### src/rtl/vc_wrr_scheduler_pkg.sv
// Shared definitions for the VC weighted round-robin scheduler.
// Holds the scheduler state encoding and the power-on burst weights,
// so the top level and any future bench helpers agree on them.
package vc_wrr_scheduler_pkg;

  localparam int CNT_W_DEF        = 4;
  localparam int W0_DEF           = 3;
  localparam int W1_DEF           = 1;
  localparam int STARVE_LIMIT_DEF = 8;

  typedef enum logic [1:0] {
    IDLE = 2'd0,
    SRV0 = 2'd1,
    SRV1 = 2'd2
  } wrr_state_e;

endpackage

### src/rtl/wrr_burst_counter.sv
// Burst length counter for the VC weighted round-robin scheduler.
// Counts pops inside the current burst and flags the pop that ends it.
//
// Ports:
//   clk      - system clock, rising edge
//   reset    - asynchronous, active-high reset (count returns to 0)
//   clear    - synchronous clear, starts a new burst (wins over inc)
//   inc      - count one pop; with neither clear nor inc the count holds
//   weight   - burst weight of the VC being served (0 behaves as 1)
//   terminal - high when the current count is the last slot of the burst
module wrr_burst_counter #(
  parameter int CNT_W = 4
) (
  input  logic             clk,
  input  logic             reset,
  input  logic             clear,
  input  logic             inc,
  input  logic [CNT_W-1:0] weight,
  output logic             terminal
);

  localparam logic [CNT_W-1:0] ONE = CNT_W'(1);

  logic [CNT_W-1:0] burst_cnt;
  logic [CNT_W-1:0] eff_weight;

  // A zero weight would otherwise lock a VC out entirely, so it is promoted
  // to a single-pop burst; the terminal slot is then weight-1.
  always_comb begin
    eff_weight = (weight == '0) ? ONE : weight;
    terminal   = (burst_cnt == (eff_weight - ONE));
  end

  // Burst counter register: clear beats increment, otherwise hold.
  always_ff @(posedge clk or posedge reset) begin
    if (reset) begin
      burst_cnt <= '0;
    end else if (clear) begin
      burst_cnt <= '0;
    end else if (inc) begin
      burst_cnt <= burst_cnt + ONE;
    end
  end

endmodule

### src/rtl/vc_wrr_scheduler.sv
// Weighted round-robin pop scheduler for the two virtual-channel FIFOs.
// VC0 and VC1 are served in bursts of configurable length; the weights are
// loaded while init is high. Downstream pauses and init suspend all pops.
// A starvation flag warns the control FSM when VC1 waits too long.
//
// Ports:
//   clk, reset             - clock and asynchronous active-high reset
//   init                   - config window: load weights, no scheduling
//   weight_vc0, weight_vc1 - burst weights, sampled while init is high
//   empty_vc0, empty_vc1   - source FIFO empty flags
//   pausa_d0, pausa_d1     - destination FIFO pause (almost-full)
//   pop_vc0, pop_vc1       - pop strobes, same cycle as the inputs
//   sel_vc1                - current owner (0 = VC0, 1 = VC1), registered
//   starve_vc1             - VC1 starvation flag, registered
module vc_wrr_scheduler #(
  parameter int CNT_W        = vc_wrr_scheduler_pkg::CNT_W_DEF,
  parameter int W0_DEF       = vc_wrr_scheduler_pkg::W0_DEF,
  parameter int W1_DEF       = vc_wrr_scheduler_pkg::W1_DEF,
  parameter int STARVE_LIMIT = vc_wrr_scheduler_pkg::STARVE_LIMIT_DEF
) (
  input  logic             clk,
  input  logic             reset,
  input  logic             init,
  input  logic [CNT_W-1:0] weight_vc0,
  input  logic [CNT_W-1:0] weight_vc1,
  input  logic             empty_vc0,
  input  logic             empty_vc1,
  input  logic             pausa_d0,
  input  logic             pausa_d1,
  output logic             pop_vc0,
  output logic             pop_vc1,
  output logic             sel_vc1,
  output logic             starve_vc1
);

  import vc_wrr_scheduler_pkg::*;

  localparam int SC_W = $clog2(STARVE_LIMIT + 1);
  localparam logic [SC_W-1:0] STARVE_MAX = SC_W'(STARVE_LIMIT);

  wrr_state_e       state;
  wrr_state_e       state_nxt;
  logic [CNT_W-1:0] wgt0_q;
  logic [CNT_W-1:0] wgt1_q;
  logic [CNT_W-1:0] cur_wgt;
  logic [SC_W-1:0]  starve_cnt;
  logic [SC_W-1:0]  starve_cnt_nxt;
  logic             blocked;
  logic             burst_term;
  logic             burst_done;
  logic             cnt_clear;
  logic             cnt_inc;

  // Pops are decoded straight from the registered owner so the FIFOs can
  // sample them on the same edge; only one owner exists, so they never
  // both fire.
  always_comb begin
    blocked = init | pausa_d0 | pausa_d1;
    pop_vc0 = (state == SRV0) & ~empty_vc0 & ~blocked;
    pop_vc1 = (state == SRV1) & ~empty_vc1 & ~blocked;
    cur_wgt = (state == SRV1) ? wgt1_q : wgt0_q;
  end

  wrr_burst_counter #(
    .CNT_W (CNT_W)
  ) u_burst_counter (
    .clk      (clk),
    .reset    (reset),
    .clear    (cnt_clear),
    .inc      (cnt_inc),
    .weight   (cur_wgt),
    .terminal (burst_term)
  );

  // Next-state logic. A burst ends on its last pop or as soon as the owner
  // runs dry; the other VC then gets the channel if it has data, otherwise
  // the same VC starts a fresh burst, otherwise the scheduler idles.
  // init forces IDLE; a pause freezes both state and burst count.
  always_comb begin
    state_nxt  = state;
    cnt_clear  = 1'b0;
    cnt_inc    = 1'b0;
    burst_done = 1'b0;
    if (init) begin
      state_nxt = IDLE;
      cnt_clear = 1'b1;
    end else if (!blocked) begin
      case (state)
        IDLE: begin
          cnt_clear = 1'b1;
          if (!empty_vc0) begin
            state_nxt = SRV0;
          end else if (!empty_vc1) begin
            state_nxt = SRV1;
          end
        end
        SRV0: begin
          burst_done = (pop_vc0 & burst_term) | empty_vc0;
          if (burst_done) begin
            cnt_clear = 1'b1;
            if (!empty_vc1) begin
              state_nxt = SRV1;
            end else if (!empty_vc0) begin
              state_nxt = SRV0;
            end else begin
              state_nxt = IDLE;
            end
          end else begin
            cnt_inc = pop_vc0;
          end
        end
        SRV1: begin
          burst_done = (pop_vc1 & burst_term) | empty_vc1;
          if (burst_done) begin
            cnt_clear = 1'b1;
            if (!empty_vc0) begin
              state_nxt = SRV0;
            end else if (!empty_vc1) begin
              state_nxt = SRV1;
            end else begin
              state_nxt = IDLE;
            end
          end else begin
            cnt_inc = pop_vc1;
          end
        end
        default: begin
          state_nxt = IDLE;
          cnt_clear = 1'b1;
        end
      endcase
    end
  end

  // Starvation counting: VC1 waiting with data and not being popped adds
  // one, saturating at the limit. Being served or having nothing to send
  // clears it; any blocking condition freezes it.
  always_comb begin
    starve_cnt_nxt = starve_cnt;
    if (!blocked) begin
      if (pop_vc1 | empty_vc1) begin
        starve_cnt_nxt = '0;
      end else if (starve_cnt != STARVE_MAX) begin
        starve_cnt_nxt = starve_cnt + SC_W'(1);
      end
    end
  end

  // FSM state register, plus the owner indication registered alongside it.
  always_ff @(posedge clk or posedge reset) begin
    if (reset) begin
      state   <= IDLE;
      sel_vc1 <= 1'b0;
    end else begin
      state   <= state_nxt;
      sel_vc1 <= (state_nxt == SRV1);
    end
  end

  // Weight registers follow the inputs for the whole init window, so the
  // values seen on its last cycle are the ones kept.
  always_ff @(posedge clk or posedge reset) begin
    if (reset) begin
      wgt0_q <= CNT_W'(W0_DEF);
      wgt1_q <= CNT_W'(W1_DEF);
    end else if (init) begin
      wgt0_q <= weight_vc0;
      wgt1_q <= weight_vc1;
    end
  end

  // Starvation counter and its registered flag.
  always_ff @(posedge clk or posedge reset) begin
    if (reset) begin
      starve_cnt <= '0;
      starve_vc1 <= 1'b0;
    end else begin
      starve_cnt <= starve_cnt_nxt;
      starve_vc1 <= (starve_cnt_nxt == STARVE_MAX);
    end
  end

endmodule

### config.mk
export PLATFORM = sky130hd
export DESIGN_NAME = vc_wrr_scheduler
export DESIGN_NICKNAME = d
export VERILOG_FILES = /design/src/rtl/vc_wrr_scheduler_pkg.sv /design/src/rtl/wrr_burst_counter.sv /design/src/rtl/vc_wrr_scheduler.sv
export SDC_FILE = /design/constraint.sdc
export NUM_CORES = 1
export LEC_CHECK = 0
export BUFFER_PORTS_ARGS = -buffer_cell sky130_fd_sc_hd__buf_2
export CAP_MARGIN = 20
export CORE_ASPECT_RATIO = 0.8
export CORE_MARGIN = 10
export CORE_UTILIZATION = 54
export DETAILED_ROUTE_END_ITERATION = 6
export PLACE_DENSITY = 0.85
export SYNTH_ARGS = -nofsm -noshare
export SYNTH_HDL_FRONTEND = slang
export SYNTH_HIERARCHICAL = 1
export SYNTH_SLANG_ARGS = --single-unit
### constraint.sdc
create_clock -name clk -period 3.77 [get_ports clk]
set_input_delay 0.377 -clock clk [delete_from_list [all_inputs] [get_ports clk]]
set_output_delay 0.377 -clock clk [all_outputs]
set_load 0.02 [all_outputs]
==> impl_results.md, run 1 <==
- Overall Power: 488.2 uW
- Die H: 63.06 um
- Hold Crit Class: primary input to flop
- Vias in the first global route: 1009
- Hpwl dp: 2016 um
- Post-synthesis sequential area ratio: 40.30%
- Max Cap Viol: 0
- Placer Congestion: 0.8470
- Critical path's slowest cell: dfrtp_1
- I/O pin total: 19
- Number of cell rows: 15
- H-tree depth: 1
- Final Instance Area: 1425 um^2
- Number of cells on the critical path: 12
- Final setup viols: 0
- Critical path data arrival time: 3830 ps
- Leak pwr: 0.0006358 uW
- Final Non-Filler Cells: 167
- # fillers: 169
- Post-DR wirelength/cell: 15.45 um
- Fin crit share: 95.75%
- Slew Viols, Final: 0
- Most frequent cells in the layout: buf_2, dfrtp_1, mux2_2
- Status: completed
- DP Area: 1370 um^2
- Slowest Stage Delay on Critical Path: 450 ps
- Cell area after synthesis: 1251 um^2
- Fin crit period: 3610 ps
- Initial Util: 57.47%
- Core ar.: 2177 um^2
- Worst setup EP type: flop
- Fraction of layout cells with a size suffix above 1: 34.51%
- Psw: 141.0 uW
- CTS tree: yes
- Clk_lat worst skew: 290 ps
- Most common cell after layout, fill and taps aside: buf_2
- Clock Power Share: 24.6%
- R2R depth: 12
- Clock Skews: 7.796 ps
- Peak supply drop: 286.3 uV
- CTS max path bufs: 2
- Clock sink count: 20
- CTS buffer count: 3
- Post CTS Setup Buffer Count: 0
- Initial antenna violation count: 0
- Buf/Inv on CP: 1
- DR pass1 iterations: 4
- Largest net degree at the start of global routing: 17
- IO Port Bufs: 18
- Count of final hold-check violations: 0
- Crit path required time: 3990 ps
- Setup TNS: 0 ps
- Synthesized flop and latch total: 20
- P per Cell Area: 342.5 nW/um^2
- Post-route ant nets: 0
- # placed instances: 162
- Gr ovfl total: 0
- Crit path cell chain: inv_1 > ha_1 > mux2_2 > nor3_2 > nor2_1 > ha_1 > a221o_1 > nor4_4 > mux2_2 > a21oi_1 > o211ai_1 > a22oi_1
- Hold path cells: 2
- Register area: 504.2 um^2
- Initial DRC count: 49
- Layout area overhead: 13.90%
- Root buf cell: clkbuf_4
- Fmax: 0.2770 GHz
- Combinational share of power: 24.5%
- Worst-margin pin slew: 624.5 ps
- First-pass GRT wire length: 4554 um
- Synth Net Count: 144
- CP Launch Type: flop
- Mean Syn Cell Area: 10.34 um^2
- Tot GR Track Use: 11.59%
- Sw Share: 28.89%
- CTS clock-pin slew for the worst setup and hold paths: 110 ps
- WL final: 2580 um
- CP delay by family, top: compound AO/OA/AOI/OAI gates
- Final #Nets: 166
- Warnings from Yosys: 6
- Via Count: 996
- DRC: 0
- Synthesized instance count: 121
- Routed vias/inst: 5.964
- Flop pwr share: 50.9%
- Slew Limit Headroom: 58.32%
- Post-synthesis cell type count: 39
- DIE AREA: 4654 um^2
- Max FO, Critical Path: 5
- Antenna cells: 0
- P_int: 347.1 uW
- Area of the multi-input gates: 708.2 um^2
- Chip width: 73.82 um
- Critical path class: flop to flop
synth_stat cells:
library cell | n | area [um^2]
a22oi_1 | 1 | 7.510
o31ai_2 | 2 | 25.02
o21ai_2 | 2 | 17.52
a221o_1 | 1 | 10.01
nand3b_1 | 1 | 7.510
nor2_1 | 10 | 37.54
o22ai_1 | 1 | 6.260
o41a_1 | 1 | 11.26
o21ai_0 | 6 | 30.03
o211ai_1 | 2 | 15.01
nand2_1 | 4 | 15.01
o2bb2ai_1 | 1 | 8.760
nand2b_1 | 2 | 12.51
and3_1 | 1 | 6.260
or3_1 | 1 | 6.260
mux2_2 | 13 | 146.4
nand4_1 | 2 | 12.51
a311oi_1 | 1 | 8.760
ha_1 | 8 | 100.1
nor3_2 | 2 | 20.02
nor4_2 | 1 | 12.51
mux2i_1 | 1 | 10.01
nand3_1 | 2 | 10.01
xnor2_1 | 4 | 35.03
o31a_1 | 1 | 8.760
a21oi_1 | 4 | 20.02
inv_1 | 8 | 30.03
dfstp_2 | 3 | 78.83
nor4b_2 | 1 | 15.01
clkbuf_1 | 1 | 3.750
o21a_1 | 2 | 15.01
a21o_1 | 1 | 7.510
buf_2 | 2 | 10.01
nor3_1 | 5 | 25.02
buf_1 | 1 | 3.750
xor2_1 | 2 | 17.52
and2_1 | 2 | 12.51
nand2_2 | 1 | 6.260
dfrtp_1 | 17 | 425.4
sequential cells by signal, indices dropped and copies added (netlist names):
register / count
starve_vc1: 1
state: 2
starve_cnt: 4
wgt1_q: 4
wgt0_q: 4
u_burst_counter/burst_cnt: 4
sel_vc1: 1
layer usage:
metal	track usage, %	part of all wire [%]
met5	0	0
met4	2.791	0.47
met3	3.912	9.7
met2	18.51	46
met1	14.46	44
through the flow:
stage               utilization (%)  setup WS, ps  hold slack [ps]
floorplan                         -         295.6            143.1
global placement              62.93         331.3            268.3
detailed placement            62.93         174.1            277.8
CTS                           65.06         149.2            299.2
global route                  65.46        -1.057            300.0
finish                        65.46         160.3            309.1
what timing repair did:
item | in CTS | in global routing
setup endpoints to repair | 0 | 2
hold buffers | 1 | 0
resized for setup | 0 | 1
endpoints found under the hold margin | 4 | 0
area by class of cell:
cell class,count,area share (%)
Clock buffer,4,2.546
Inverter,8,2.107
Multi-Input combinational cell,89,49.69
Sequential cell,20,35.38
Tap cell,25,2.195
Timing Repair Buffer,21,8.077
path summary, 6_finish.rpt:
check	start	to	slack, ps
max	state[0]$_DFF_PP0_	sel_vc1$_DFF_PP0_	160
min	weight_vc1[0]	wgt1_q[0]$_DFFE_PP1P_	310
min in group asynchronous	reset	u_burst_counter/burst_cnt[3]$_DFFE_PP0P_	510
min reg2reg	wgt1_q[3]$_DFFE_PP0P_	wgt1_q[3]$_DFFE_PP0P_	520
max in group asynchronous	reset	starve_cnt[0]$_DFF_PP0_	2650
max reg2reg	state[0]$_DFF_PP0_	sel_vc1$_DFF_PP0_	160
power groups by stage:
stage | sequential (uW) | combinational (uW) | clock, uW
after floorplan | 249 | 86.3 | 0
after global placement | 252 | 108 | 0
after detailed placement | 253 | 113 | 0
after CTS | 249 | 115 | 127
after global routing | 252 | 134 | 134
final | 249 | 119 | 120
cell families (layout without fill, tap and decap cells):
| group | Yosys count | after routing | share of synthesized area (%) |
|---|---|---|---|
| DFF | 20 | 20 | 40.30 |
| muxes | 14 | 14 | 12.50 |
| and+or+nand+nor | 35 | 35 | 15.90 |
| buffers and inverters | 12 | 33 | 3.800 |
| AOI/OAI and AO/OA | 26 | 26 | 15.30 |
| adders and majority gates | 8 | 8 | 8.000 |
| xor gates and xnor gates | 6 | 6 | 4.200 |
Note: power is estimated with default switching activity, not from simulation.
==> run 2, diff against run 1 <==
--- a/config.mk
+++ b/config.mk
@@ -5,8 +5,8 @@
 export SDC_FILE = /design/constraint.sdc
 export NUM_CORES = 1
 export LEC_CHECK = 0
+export ABC_AREA = 1
 export BUFFER_PORTS_ARGS = -buffer_cell sky130_fd_sc_hd__buf_2
-export CAP_MARGIN = 20
 export CORE_ASPECT_RATIO = 0.8
 export CORE_MARGIN = 10
 export CORE_UTILIZATION = 54
==> impl_results.md, run 2 <==
- Status: completed
- Slowest Stage Delay on Critical Path: 450 ps
- IO Port Bufs: 18
- Main synth FF type: dfrtp_1
- Post-route ant nets: 0
- Post-synthesis sequential area ratio: 38.27%
- Clock Skews: 6.534 ps
- Synthesized instance count: 184
- Post-synthesis xor/xnor area fraction: 1.330%
- Reg-to-reg slack, setup: 450 ps
- Via Count: 1275
- Initial antenna violation count: 0
- RSZ-0062 raised after global routing: no
- Critical path class: flop to flop
- Post-synthesis adder-cell area fraction: 7.597%
- Root buf cell: clkbuf_4
- Crit path required time: 3960 ps
- Slew Viols, Final: 0
- First-pass GRT wire length: 5651 um
- Count of final hold-check violations: 0
- Metal-1 WL: 1456 um
- Top-count cell post-synth: nand2_1
- Post-synth top cells: nand2_1, inv_1, dfrtp_1, nand3_1, o21ai_0
- EDFF count, synth: 0
- Fmax: 0.3009 GHz
- Clock sink count: 20
- CTS max path bufs: 2
- Worst-margin pin slew: 596.6 ps
- Number of cell rows: 15
- Max Cap Viol: 0
- Top Metal Used: met4
- Warnings from Yosys: 6
- DIE AREA: 4828 um^2
- Post-synth top area cell: dfrtp_1
- Post-DR wirelength/cell: 14.36 um
- Routed vias/inst: 5.519
- Setup TNS: 0 ps
- Most common cell after layout, fill and taps aside: nand2_1
- Largest net degree at the start of global routing: 17
- Asr flop ratio synth: 100.0%
- Critical path's slowest cell: dfrtp_1
- Leak pwr: 0.0008101 uW
- DR pass1 iterations: 4
- Hpwl dp: 2588 um
- CP Launch Type: flop
- Peak supply drop: 258.5 uV
- Most frequent cells in the layout: nand2_1, inv_1, buf_2
- Synthesized flop and latch total: 20
- Die H: 64.18 um
- Max FO, Critical Path: 12
- I/O pin total: 19
- Cell area after synthesis: 1318 um^2
- Met2 routed WL: 1558 um
- Mean Syn Cell Area: 7.160 um^2
- Compound-Gate Fraction of Synth Area: 13.20%
- Post-synthesis cell type count: 23
- Ranking of synthesized cells by area: dfrtp_1, nand2_1, inv_1
- Slew Limit Headroom: 60.18%
- Synth Area in Simple Gates: 28.77%
- CTS tree: yes
- Fin crit period: 3323 ps
- Multiplexer share of the synthesized area: 0%
- Core ar.: 2233 um^2
- Crit path cell chain: inv_1 > ha_2 > o21ai_0 > nor2_2 > nand2_2 > nand2_1 > inv_1 > ha_1 > xor2_1 > nand3_1 > nor2_1 > nand2_1 > inv_1 > nand3_1 > nand2_1 > a211oi_1 > a21oi_1 > inv_1 > o21ai_0 > a21oi_1
- Antenna cells: 0
- CTS clock-pin slew for the worst setup and hold paths: 110 ps
- # fillers: 183
- Final #Nets: 230
- Layout area overhead: 12.92%
- Critical path data arrival time: 3510 ps
- Post CTS Setup Buffer Count: 0
- Final setup viols: 0
- Initial Util: 58.99%
- WL final: 3318 um
- Most used cell, CP: inv_1
- Worst setup EP type: flop
- Vias in the first global route: 1182
- Hold WS: 262.4 ps
- Clk_lat worst skew: 300 ps
- Met3 wire length: 243 um
- CTS buffer count: 3
- Chip width: 75.23 um
- DRC: 0
- Synth Net Count: 207
- Initial DRC count: 65
- Largest family of logic cells by synthesized area: simple AND/OR/NAND/NOR gates
- Tot GR Track Use: 14.64%
- P per Cell Area: 340.7 nW/um^2
- Hold Crit Class: primary input to flop
- H-tree depth: 1
- Yosys top cell area share: 32.29%
- Fin crit share: 88.15%
- Placer Congestion: 0.9671
- Fraction of layout cells with a size suffix above 1: 19.42%
- Gr ovfl total: 0
## run 2: stage by stage
stage	setup WS [ps]	utilization, %	total power (uW)	area [um^2]	instances
2_1_floorplan	639.7	-	345.6	1318	184
3_3_place_gp	629.2	64.43	373.5	1439	226
3_5_place_dp	454.4	64.43	382.6	1439	226
4_1_cts	383.3	66.50	504.7	1485	231
5_1_grt	117.1	66.61	542.4	1488	231
6_report	446.6	66.61	506.9	1488	231
## run 2: path summary, 6_finish.rpt
path | start | endpoint | cells after the start
worst max-delay path | state[0]$_DFF_PP0_ | u_burst_counter/burst_cnt[0]$_DFFE_PP0P_ | 20
worst min-delay path | weight_vc1[1] | wgt1_q[1]$_DFFE_PP0P_ | 3
worst max register to register | state[0]$_DFF_PP0_ | u_burst_counter/burst_cnt[0]$_DFFE_PP0P_ | 20
worst min register to register | wgt1_q[2]$_DFFE_PP0P_ | wgt1_q[2]$_DFFE_PP0P_ | 2
max in group asynchronous | reset | wgt0_q[2]$_DFFE_PP0P_ | 3
min in group asynchronous | reset | u_burst_counter/burst_cnt[0]$_DFFE_PP0P_ | 3
## run 2: worst max-delay path, delay by kind of cell, from the launching register on
family                     cells  cell delay [ps]
buffers and inverters          4              350
AOI/OAI and AO/OA              5              660
and+or+nand+nor                8              990
DFF                            1              450
adders and majority gates      2              610
xor gates and xnor gates       1              140
## run 2: cell type report
class                      count  area, um^2  share of cell area, %
clock buffer                   4       36.28                  2.439
inverter                      36       135.1                  9.083
multi-input combinational    126       673.1                  45.25
sequential                    20       504.2                  33.89
tap                           25       31.28                  2.103
timing repair buffer          20       107.6                  7.233
## run 2: routing by layer
metal	GRT usage (%)	vias to the layer above
met5	0	-
met1	18.87	586
li1	-	625
met3	4.321	7
met2	22.99	57
met4	4.167	0
## run 2: cells by family after synthesis
logic type	Yosys count
AO/OA/AOI/OAI	31
XOR/XNOR	2
adder cells (fa/ha/maj)	8
buffers and inverters	38
flip-flops	20
AND/OR/NAND/NOR	85
## run 2: power breakdown
part | total (uW) | switching [uW] | internal (uW)
clock network | 125 | 65.6 | 59.0
registers | 252 | 15.6 | 236
logic | 131 | 84.6 | 46.1
total | 507 | 166 | 341
## run 2: what timing repair did
item | in CTS | in global routing
resized for setup | 0 | 1
setup endpoints to repair | 0 | 1
hold buffers | 1 | 0
hold endpoints to repair | 4 | 0
==> run 3, diff against run 2 <==
--- a/config.mk
+++ b/config.mk
@@ -7,11 +7,11 @@
 export LEC_CHECK = 0
 export ABC_AREA = 1
 export BUFFER_PORTS_ARGS = -buffer_cell sky130_fd_sc_hd__buf_2
-export CORE_ASPECT_RATIO = 0.8
 export CORE_MARGIN = 10
-export CORE_UTILIZATION = 54
+export CORE_UTILIZATION = 48
 export DETAILED_ROUTE_END_ITERATION = 6
-export PLACE_DENSITY = 0.85
+export MAX_ROUTING_LAYER = met4
+export PLACE_DENSITY = 0.78
 export SYNTH_ARGS = -nofsm -noshare
 export SYNTH_HDL_FRONTEND = slang
 export SYNTH_HIERARCHICAL = 1
==> impl_results.md, run 3 (synthesis gave the netlist of run 2 again) <==
- Critical path data arrival time: 3410 ps
- Crit path required time: 3970 ps
- Setup TNS: 0 ps
- Antenna cells: 0
- Post-DR wirelength/cell: 11.45 um
- Critical path class: flop to flop
- Final #Nets: 230
- WL final: 2703 um
- Max Cap Viol: 0
- Chip width: 72.39 um
- Vias in the first global route: 1249
- CP Launch Type: flop
- RSZ-0062 raised after global routing: no
- Placer Congestion: 0.8892
- Worst setup EP type: flop
- CTS clock-pin slew for the worst setup and hold paths: 110 ps
- Most common cell after layout, fill and taps aside: nand2_1
- Most frequent cells in the layout: nand2_1, inv_1, buf_2
- DIE AREA: 5240 um^2
- Clk_lat worst skew: 300 ps
- P per Cell Area: 335.7 nW/um^2
- Initial DRC count: 137
- Count of final hold-check violations: 0
- Crit path cell chain: inv_1 > ha_2 > o21ai_0 > nor2_2 > nand2_2 > nand2_1 > inv_1 > ha_1 > xor2_1 > nand3_1 > nor2_1 > nand2_1 > inv_1 > nand3_1 > nand2_1 > nand2_1 > nand3_1 > nand3_1 > a21oi_1 > inv_1
- Overall Power: 501.5 uW
- DR pass1 iterations: 4
- Largest net degree at the start of global routing: 17
- Slew Limit Headroom: 59.86%
- Worst-margin pin slew: 601.5 ps
- Peak supply drop: 256.0 uV
- Post CTS Setup Buffer Count: 0
- I/O pin total: 19
- Max FO, Critical Path: 12
- Number of cell rows: 18
- Clock sink count: 20
- Tot GR Track Use: 11.74%
- Register area: 504.2 um^2
- Fraction of layout cells with a size suffix above 1: 19.42%
- DRC: 0
- Status: completed
- CTS tree: yes
- Fin crit period: 3208 ps
- Slew Viols, Final: 0
- Root buf cell: clkbuf_4
- Post-route ant nets: 0
- Slowest Stage Delay on Critical Path: 450 ps
- Final setup viols: 0
- Hold WS: 257.2 ps
- Routed vias/inst: 5.038
- H-tree depth: 1
- Hpwl dp: 2154 um
- CTS buffer count: 3
- Initial Util: 51.77%
- Fin crit share: 85.09%
- Gr ovfl total: 0
- Leak pwr: 0.0008101 uW
- Fmax: 0.3117 GHz
- # fillers: 251
- Critical path's slowest cell: dfrtp_1
- Area of the multi-input gates: 673.1 um^2
- Hold Crit Class: primary input to flop
- Layout area overhead: 13.39%
- First-pass GRT wire length: 5030 um
- Core ar.: 2545 um^2
- IO Port Bufs: 18
- Via Count: 1189
- Clock Skews: 1.658 ps
- CTS max path bufs: 2
- Initial antenna violation count: 0
- Die H: 72.39 um
run 3: cell counts in the layout (fill, tap and decap cells not counted):
Identical to the previous run, type by type.
run 3: worst max-delay path, delay by kind of cell (launching register included):
| kind | cells | cell delay [ps] |
|---|---|---|
| compound gates | 2 | 410 |
| fa+ha+maj | 2 | 620 |
| xor+xnor | 1 | 140 |
| flops | 1 | 450 |
| buf+inv | 4 | 320 |
| simple gates | 11 | 1150 |
run 3: final timing paths:
| path | from | end | slack, ps | cells after the start |
|---|---|---|---|---|
| min in group asynchronous | reset | u_burst_counter/burst_cnt[2]$_DFFE_PP0P_ | 510 | 3 |
| worst max register to register | state[0]$_DFF_PP0_ | state[1]$_DFF_PP0_ | 560 | 20 |
| max in group asynchronous | reset | starve_cnt[3]$_DFF_PP0_ | 2690 | 3 |
| worst max-delay path | state[0]$_DFF_PP0_ | state[1]$_DFF_PP0_ | 560 | 20 |
| worst min-delay path | weight_vc1[0] | wgt1_q[0]$_DFFE_PP1P_ | 260 | 3 |
| worst min register to register | wgt1_q[0]$_DFFE_PP1P_ | wgt1_q[0]$_DFFE_PP1P_ | 470 | 2 |
run 3: stage by stage:
| step | cells | cell area (um^2) | worst slack (ps) | util [%] |
|---|---|---|---|---|
| final | 236 | 1494 | 562.0 | 58.70 |
| after global routing | 236 | 1494 | 114.6 | 58.70 |
| after CTS | 236 | 1491 | 452.0 | 58.60 |
| after detailed placement | 231 | 1445 | 494.2 | 56.78 |
| after global placement | 231 | 1445 | 456.7 | 56.78 |
| after floorplan | 184 | 1318 | 639.7 | - |
run 3: per-layer routing:
metal	track usage [%]	share of wire [%]	vias to the layer above
met5	-	0	-
met4	3.165	1.2	0
met3	4.082	7.7	5
met2	17.88	42	35
met1	14.42	49	522
li1	-	-	627
run 3: what timing repair did:
| action | CTS | global route |
|---|---|---|
| endpoints found under the setup margin | 0 | 5 |
| hold buffers | 1 | 0 |
| resized for setup | 0 | 1 |
| endpoints found under the hold margin | 4 | 0 |
run 3: cell type report:
type | instances | share of cell area, %
Tap cell | 30 | 2.513
Sequential cell | 20 | 33.75
Timing Repair Buffer | 20 | 7.203
Inverter | 36 | 9.045
Clock buffer | 4 | 2.429
Multi-Input combinational cell | 126 | 45.06
run 3: report_power, final:
group | internal, uW | switching, uW
combinational | 45.9 | 79.2
clock | 59.0 | 67.6
sequential | 236 | 13.9
